--- src/rtl/gh_pkg.sv ---
// Shared lane-state encoding and default sizing for the note judge, scroller and top level.
// Latency: none (types and constants only).
// Backpressure: none.
package gh_pkg;

  // Default lane count and debounce window (5 ms at 50 MHz)
  localparam int GH_LANES           = 4;
  localparam int GH_DEBOUNCE_CYCLES = 250000;

  // Per-lane judge state
  typedef enum logic [1:0] {
    LANE_EMPTY = 2'd0,
    LANE_ARMED = 2'd1,
    LANE_DONE  = 2'd2
  } lane_state_t;

endpackage

--- src/rtl/key_debounce.sv ---
// One fret key: two-flop synchroniser, stability-counter debounce, registered rising-edge pulse.
// Latency: raw change to press_edge is 2 + DEBOUNCE_CYCLES + 1 cycles.
// Backpressure: none; press_edge is a fire-and-forget single-cycle pulse.
module key_debounce
  import gh_pkg::*;
#(
  parameter int DEBOUNCE_CYCLES = GH_DEBOUNCE_CYCLES
) (
  input  logic clk,
  input  logic reset_n,
  input  logic key_raw,
  output logic press_edge
);

  localparam int              CW       = $clog2(DEBOUNCE_CYCLES + 1);
  localparam logic [CW-1:0]   CNT_LAST = CW'(DEBOUNCE_CYCLES - 1);

  logic          sync_q1;
  logic          sync_q2;
  logic          key_db;
  logic          key_db_q;
  logic [CW-1:0] cnt;

  // Bring the asynchronous key into the clock domain
  always_ff @(posedge clk) begin
    if (!reset_n) begin
      sync_q1 <= 1'b0;
      sync_q2 <= 1'b0;
    end else begin
      sync_q1 <= key_raw;
      sync_q2 <= sync_q1;
    end
  end

  // Accept a key change only after it has held for DEBOUNCE_CYCLES consecutive samples
  always_ff @(posedge clk) begin
    if (!reset_n) begin
      key_db <= 1'b0;
      cnt    <= '0;
    end else if (sync_q2 == key_db) begin
      cnt <= '0;
    end else if (cnt == CNT_LAST) begin
      key_db <= ~key_db;
      cnt    <= '0;
    end else begin
      cnt <= cnt + CW'(1);
    end
  end

  // One-cycle pulse when the debounced key goes down (rises)
  always_ff @(posedge clk) begin
    if (!reset_n) begin
      key_db_q   <= 1'b0;
      press_edge <= 1'b0;
    end else begin
      key_db_q   <= key_db;
      press_edge <= key_db & ~key_db_q;
    end
  end

endmodule

--- src/rtl/note_judge.sv ---
// Per-lane hit/miss judge: debounced presses vs strike-zone notes, aggregated into hit/miss pulses.
// Latency: press_edge at cycle N -> note_hit/note_miss/note_clear in cycle N+1 (one pulse cycle).
// Backpressure: none; scoring and scroller must consume every single-cycle pulse.
module note_judge
  import gh_pkg::*;
#(
  parameter int LANES           = GH_LANES,
  parameter int DEBOUNCE_CYCLES = GH_DEBOUNCE_CYCLES,
  parameter bit PENALIZE_GHOST  = 1'b1
) (
  input  logic             clk,
  input  logic             reset_n,
  input  logic [LANES-1:0] key_raw,
  input  logic [LANES-1:0] note_in_window,
  input  logic [LANES-1:0] note_expired,
  output logic             note_hit,
  output logic             note_miss,
  output logic [LANES-1:0] hit_lanes,
  output logic [LANES-1:0] note_clear
);

  logic [LANES-1:0] press_edge;
  logic [LANES-1:0] lane_hit;
  logic [LANES-1:0] lane_miss;
  lane_state_t      state_q [LANES];
  lane_state_t      state_d [LANES];

  for (genvar g = 0; g < LANES; g++) begin : g_key
    key_debounce #(
      .DEBOUNCE_CYCLES(DEBOUNCE_CYCLES)
    ) u_key (
      .clk        (clk),
      .reset_n    (reset_n),
      .key_raw    (key_raw[g]),
      .press_edge (press_edge[g])
    );
  end

  // Lane state registers
  always_ff @(posedge clk) begin
    for (int i = 0; i < LANES; i++) begin
      if (!reset_n) state_q[i] <= LANE_EMPTY;
      else          state_q[i] <= state_d[i];
    end
  end

  // Lane transitions; a hit on a note that is leaving goes straight back to EMPTY
  always_comb begin
    for (int i = 0; i < LANES; i++) begin
      state_d[i] = state_q[i];
      case (state_q[i])
        LANE_EMPTY: if (note_in_window[i]) state_d[i] = LANE_ARMED;
        LANE_ARMED: begin
          if (press_edge[i])
            state_d[i] = (note_expired[i] || !note_in_window[i]) ? LANE_EMPTY : LANE_DONE;
          else if (note_expired[i] || !note_in_window[i])
            state_d[i] = LANE_EMPTY;
        end
        LANE_DONE:  if (note_expired[i] || !note_in_window[i]) state_d[i] = LANE_EMPTY;
        default:    state_d[i] = LANE_EMPTY;
      endcase
    end
  end

  // Per-lane events; a press outside ARMED is a ghost, which DONE uses to block double hits
  always_comb begin
    lane_hit  = '0;
    lane_miss = '0;
    for (int i = 0; i < LANES; i++) begin
      lane_hit[i]  = (state_q[i] == LANE_ARMED) && press_edge[i];
      lane_miss[i] = ((state_q[i] == LANE_ARMED) && !press_edge[i] && note_expired[i]) ||
                     (PENALIZE_GHOST && (state_q[i] != LANE_ARMED) && press_edge[i]);
    end
  end

  // Aggregate lanes: a miss anywhere suppresses the hit pulse, but hit notes are still retired
  always_ff @(posedge clk) begin
    if (!reset_n) begin
      note_hit   <= 1'b0;
      note_miss  <= 1'b0;
      hit_lanes  <= '0;
      note_clear <= '0;
    end else begin
      note_miss  <= |lane_miss;
      note_hit   <= ~(|lane_miss) & (|lane_hit);
      hit_lanes  <= (|lane_miss) ? '0 : lane_hit;
      note_clear <= lane_hit;
    end
  end

endmodule

--- config.mk ---
export PLATFORM = sky130hd
export DESIGN_NAME = note_judge
export DESIGN_NICKNAME = d
export VERILOG_FILES = /design/src/rtl/gh_pkg.sv /design/src/rtl/key_debounce.sv /design/src/rtl/note_judge.sv
export SDC_FILE = /design/constraint.sdc
export NUM_CORES = 1
export LEC_CHECK = 0
export ABC_AREA = 1
export ABC_CLOCK_PERIOD_IN_PS = 2210
export CAP_MARGIN = 10
export CORE_ASPECT_RATIO = 0.8
export CORE_MARGIN = 2
export CORE_UTILIZATION = 30
export CTS_BUF_LIST = sky130_fd_sc_hd__clkbuf_4
export DETAILED_ROUTE_END_ITERATION = 16
export HOLD_SLACK_MARGIN = 0.12
export PLACE_DENSITY_LB_ADDON = 0.05
export SYNTH_ARGS = -nofsm -noshare
export SYNTH_HDL_FRONTEND = slang
export SYNTH_HIERARCHICAL = 1
export SYNTH_SLANG_ARGS = --single-unit
--- constraint.sdc ---
create_clock -name clk -period 2.21 [get_ports clk]
set_clock_uncertainty 0.2 [all_clocks]
set_input_delay 0.442 -clock clk [delete_from_list [all_inputs] [get_ports clk]]
set_output_delay 0.442 -clock clk [all_outputs]
set_load 0.03 [all_outputs]
==> results.txt <==
outcome: complete, no violations
DRC Markers: 0
switch share: 0.245
setup ws final: 105 ps
Hold Crit Depth: 1
Hold WC Path Type: register to register
vias per cell: 4.27
Layout Nets: 769
PwrDens: 549 nW/um^2
max_cap viols: 0
1st-pass router iterations: 4
maximum clock frequency: 475 MHz
Rows: 43
Internal: 2.42 mW
final period utilization: 0.953
clock slew at reported path FFs: 160 ps
Post-DP Area: 5680 um^2
Die Y: 122 um
Post-synth EDFFs: 0
fin area: 5840 um^2
synth top area cells: dfxtp_1 42%, nand2_1 13%, nor2_1 7.8%
crit path max fanout: 1
Synth top cells by count: 178 x nand2_1, 110 x dfxtp_1, 108 x nor2_1
CP bufs+invs: 1
Sequential Power Share: 0.627
worst reg2reg path depth: 8
Final TNS setup: 0 ps
area delta synth->final: 11.8%
Slew headroom: 0.785
Post-Syn Instances: 719
Mapped Area: 5230 um^2
Final Hold Vio Count: 0
Hold-fix buffers, CTS: 0
FF+latch count, synth: 110
postcts setup bufs: 0
final estimated routing congestion in global placement: 0.758
Worst setup EP type: primary output
pre-CTS setup slack: 116 ps
CP required: 1570 ps
slowest CP cell: clkdlybuf4s50_1
Seq/Total Area, Yosys: 0.421
crit-path cells: clkdlybuf4s50_1
WHS: 185 ps
DR vias: 4,193
Mapped Nets: 737
core area: 17,200 um^2
gr ovfl total: 0
largest area contributor in the netlist: dfxtp_1
largest net degree at the start of global routing: 19
average wire per standard cell: 10.7 um
Tot GR Track Use: 0.123
Critical Path Max Stage Delay: 660 ps
CP Data Arrival Time: 1460 ps
Worst Tran Pin Value: 322 ps
worst reg2reg endpoint: g_key[1].u_key/cnt[13]
min-delay src: g_key[1].u_key/key_db_q
Synth warnings: 6
kind of start point of the critical path: register
PortBufs: 23
Layout fillers: 1,884
vias in the first global route: 4,029
flop-to-flop setup slack: 370 ps
initial antenna violation count: 0
Design Power: 3.21 mW
syn_area_per_cell: 7.27 um^2
Hold Path End: g_key[1].u_key/press_edge
top_reg_cell synth: dfxtp_1
min Tclk post-route: 2110 ps
# diodes: 0
clock buffer depth: 2
Iter 0 DRT Violations: 220
num ports: 24
net load switching power: 787 uW
Clk pwr share: 0.334
depth of the CTS H-tree: 3
Comb pwr share: 0.039
layout cell share with drive strength beyond 1: 0.132
antenna viol nets, final: 0
die width: 152 um
die area: 18,500 um^2
clk sinks: 110
Synth top area share: 0.421
final wirelength: 10.5 mm
first-pass GRT wire length: 18.2 mm
most frequent cell after synthesis: nand2_1
DP Wirelength: 7.70 mm
CTS tree: done
Async S/R FF share, synth: 0
Setup CP Type: register to primary output
CTS Buf Count: 9
Setup Viol. Count Final: 0
P_leak: 2.00 nW
CP top delay family: buffers and inverters
Max IR drop VDD: 0.273 mV
Unique masters post-synth: 25
Worst-Skew Late Latency: 490 ps
Initial Utilization: 0.304
clk root buf: clkbuf_4
final slew viol count: 0
worst flop-to-flop path startpoint: g_key[1].u_key/cnt[0]
RSZ-0062 raised after global routing: false
==> kinds of logic after synthesis <==
logic type | count (synthesis) | synth area share
AOI/OAI and AO/OA | 62 | 0.0629
xor gates and xnor gates | 36 | 0.0603
buffers and inverters | 84 | 0.0747
and+or+nand+nor | 423 | 0.371
DFF | 110 | 0.421
adders and majority gates | 4 | 0.00957
==> cell usage in the layout, fill, tap and decap left out, types with 3 or more instances in the layout <==
| cell type | n |
|---|---|
| nor2_1 | 108 |
| nand3_2 | 6 |
| nand3_1 | 42 |
| or2_2 | 6 |
| xor2_1 | 28 |
| inv_1 | 76 |
| dfxtp_1 | 110 |
| nor3b_1 | 4 |
| clkdlybuf4s50_1 | 15 |
| xnor2_1 | 8 |
| ha_1 | 4 |
| nor2_2 | 56 |
| inv_2 | 3 |
| inv_6 | 3 |
| a21oi_1 | 42 |
| or2_0 | 8 |
| nand4_1 | 6 |
| clkbuf_4 | 10 |
| nand2_1 | 178 |
| o21bai_1 | 4 |
| o21ai_0 | 13 |
| dlymetal6s2s_1 | 8 |
| nand2_4 | 5 |
==> repair_timing <==
action,4_1_cts,5_1_grt
endpoints found under the hold margin,0,0
resized for setup,0,8
endpoints found under the setup margin,0,8
==> per-layer routing <==
| layer | global-route usage | up-vias | part of all wire |
|---|---|---|---|
| li1 | - | 2293 | - |
| met1 | 0.163 | 1861 | 0.52 |
| met2 | 0.197 | 33 | 0.44 |
| met3 | 0.0397 | 6 | 0.033 |
| met4 | 0.0278 | 0 | 0.0096 |
| met5 | 0 | - | 0 |
==> worst reg2reg max path: cells and delay by family (launching register included) <==
kind,cells,cell delay [ps]
and+or+nand+nor,6,790
DFF,1,440
adders and majority gates,1,230
buffers and inverters,1,80
==> state kept, by name, summed over array words and instances (netlist names) <==
signal / flops
g_key.u_key/cnt: 72
note_miss: 1
g_key.u_key/sync_q1: 4
note_clear: 4
note_hit: 1
g_key.u_key/press_edge: 4
hit_lanes: 4
g_key.u_key/key_db: 4
state_q: 8
g_key.u_key/key_db_q: 4
g_key.u_key/sync_q2: 4
==> cell type report <==
type                    instances  area (um^2)  share of cell area
flip-flops and latches        110         2200               0.377
clock inverters                 6         68.8              0.0118
inverters                      79          297              0.0507
multi-input cells             525         2640               0.451
well taps                     225          282              0.0482
clock buffers                  10         75.1              0.0128
repair buffers                 26          285              0.0488
==> how the worst max path moves through the flow <==
stage                                     start                     end  slack, ps  cells after the start
after global routing                  note_miss               note_miss          6                      1
after floorplan           g_key[0].u_key/cnt[0]   g_key[0].u_key/cnt[7]        620                      9
after global placement                  reset_n  g_key[2].u_key/cnt[10]        140                      6
after CTS                         note_clear[3]           note_clear[3]         10                      1
after detailed placement                reset_n  g_key[0].u_key/cnt[14]        120                      6
final                              hit_lanes[0]            hit_lanes[0]        100                      1
==> power groups by stage <==
stage                     combinational [mW]  sequential (mW)  clock, mW
after floorplan                       0.0787             2.06          0
after global placement                 0.127             2.05          0
after detailed placement               0.129             2.05          0
after CTS                              0.130             2.01       1.15
after global routing                   0.143             2.02       1.22
final                                  0.127             2.01       1.07
==> metrics by stage <==
stage	utilization	std cells
finish	0.339	981
global route	0.339	981
CTS	0.338	981
detailed placement	0.330	965
global placement	0.330	965
floorplan	-	719
(Power assumes the default switching activity.)
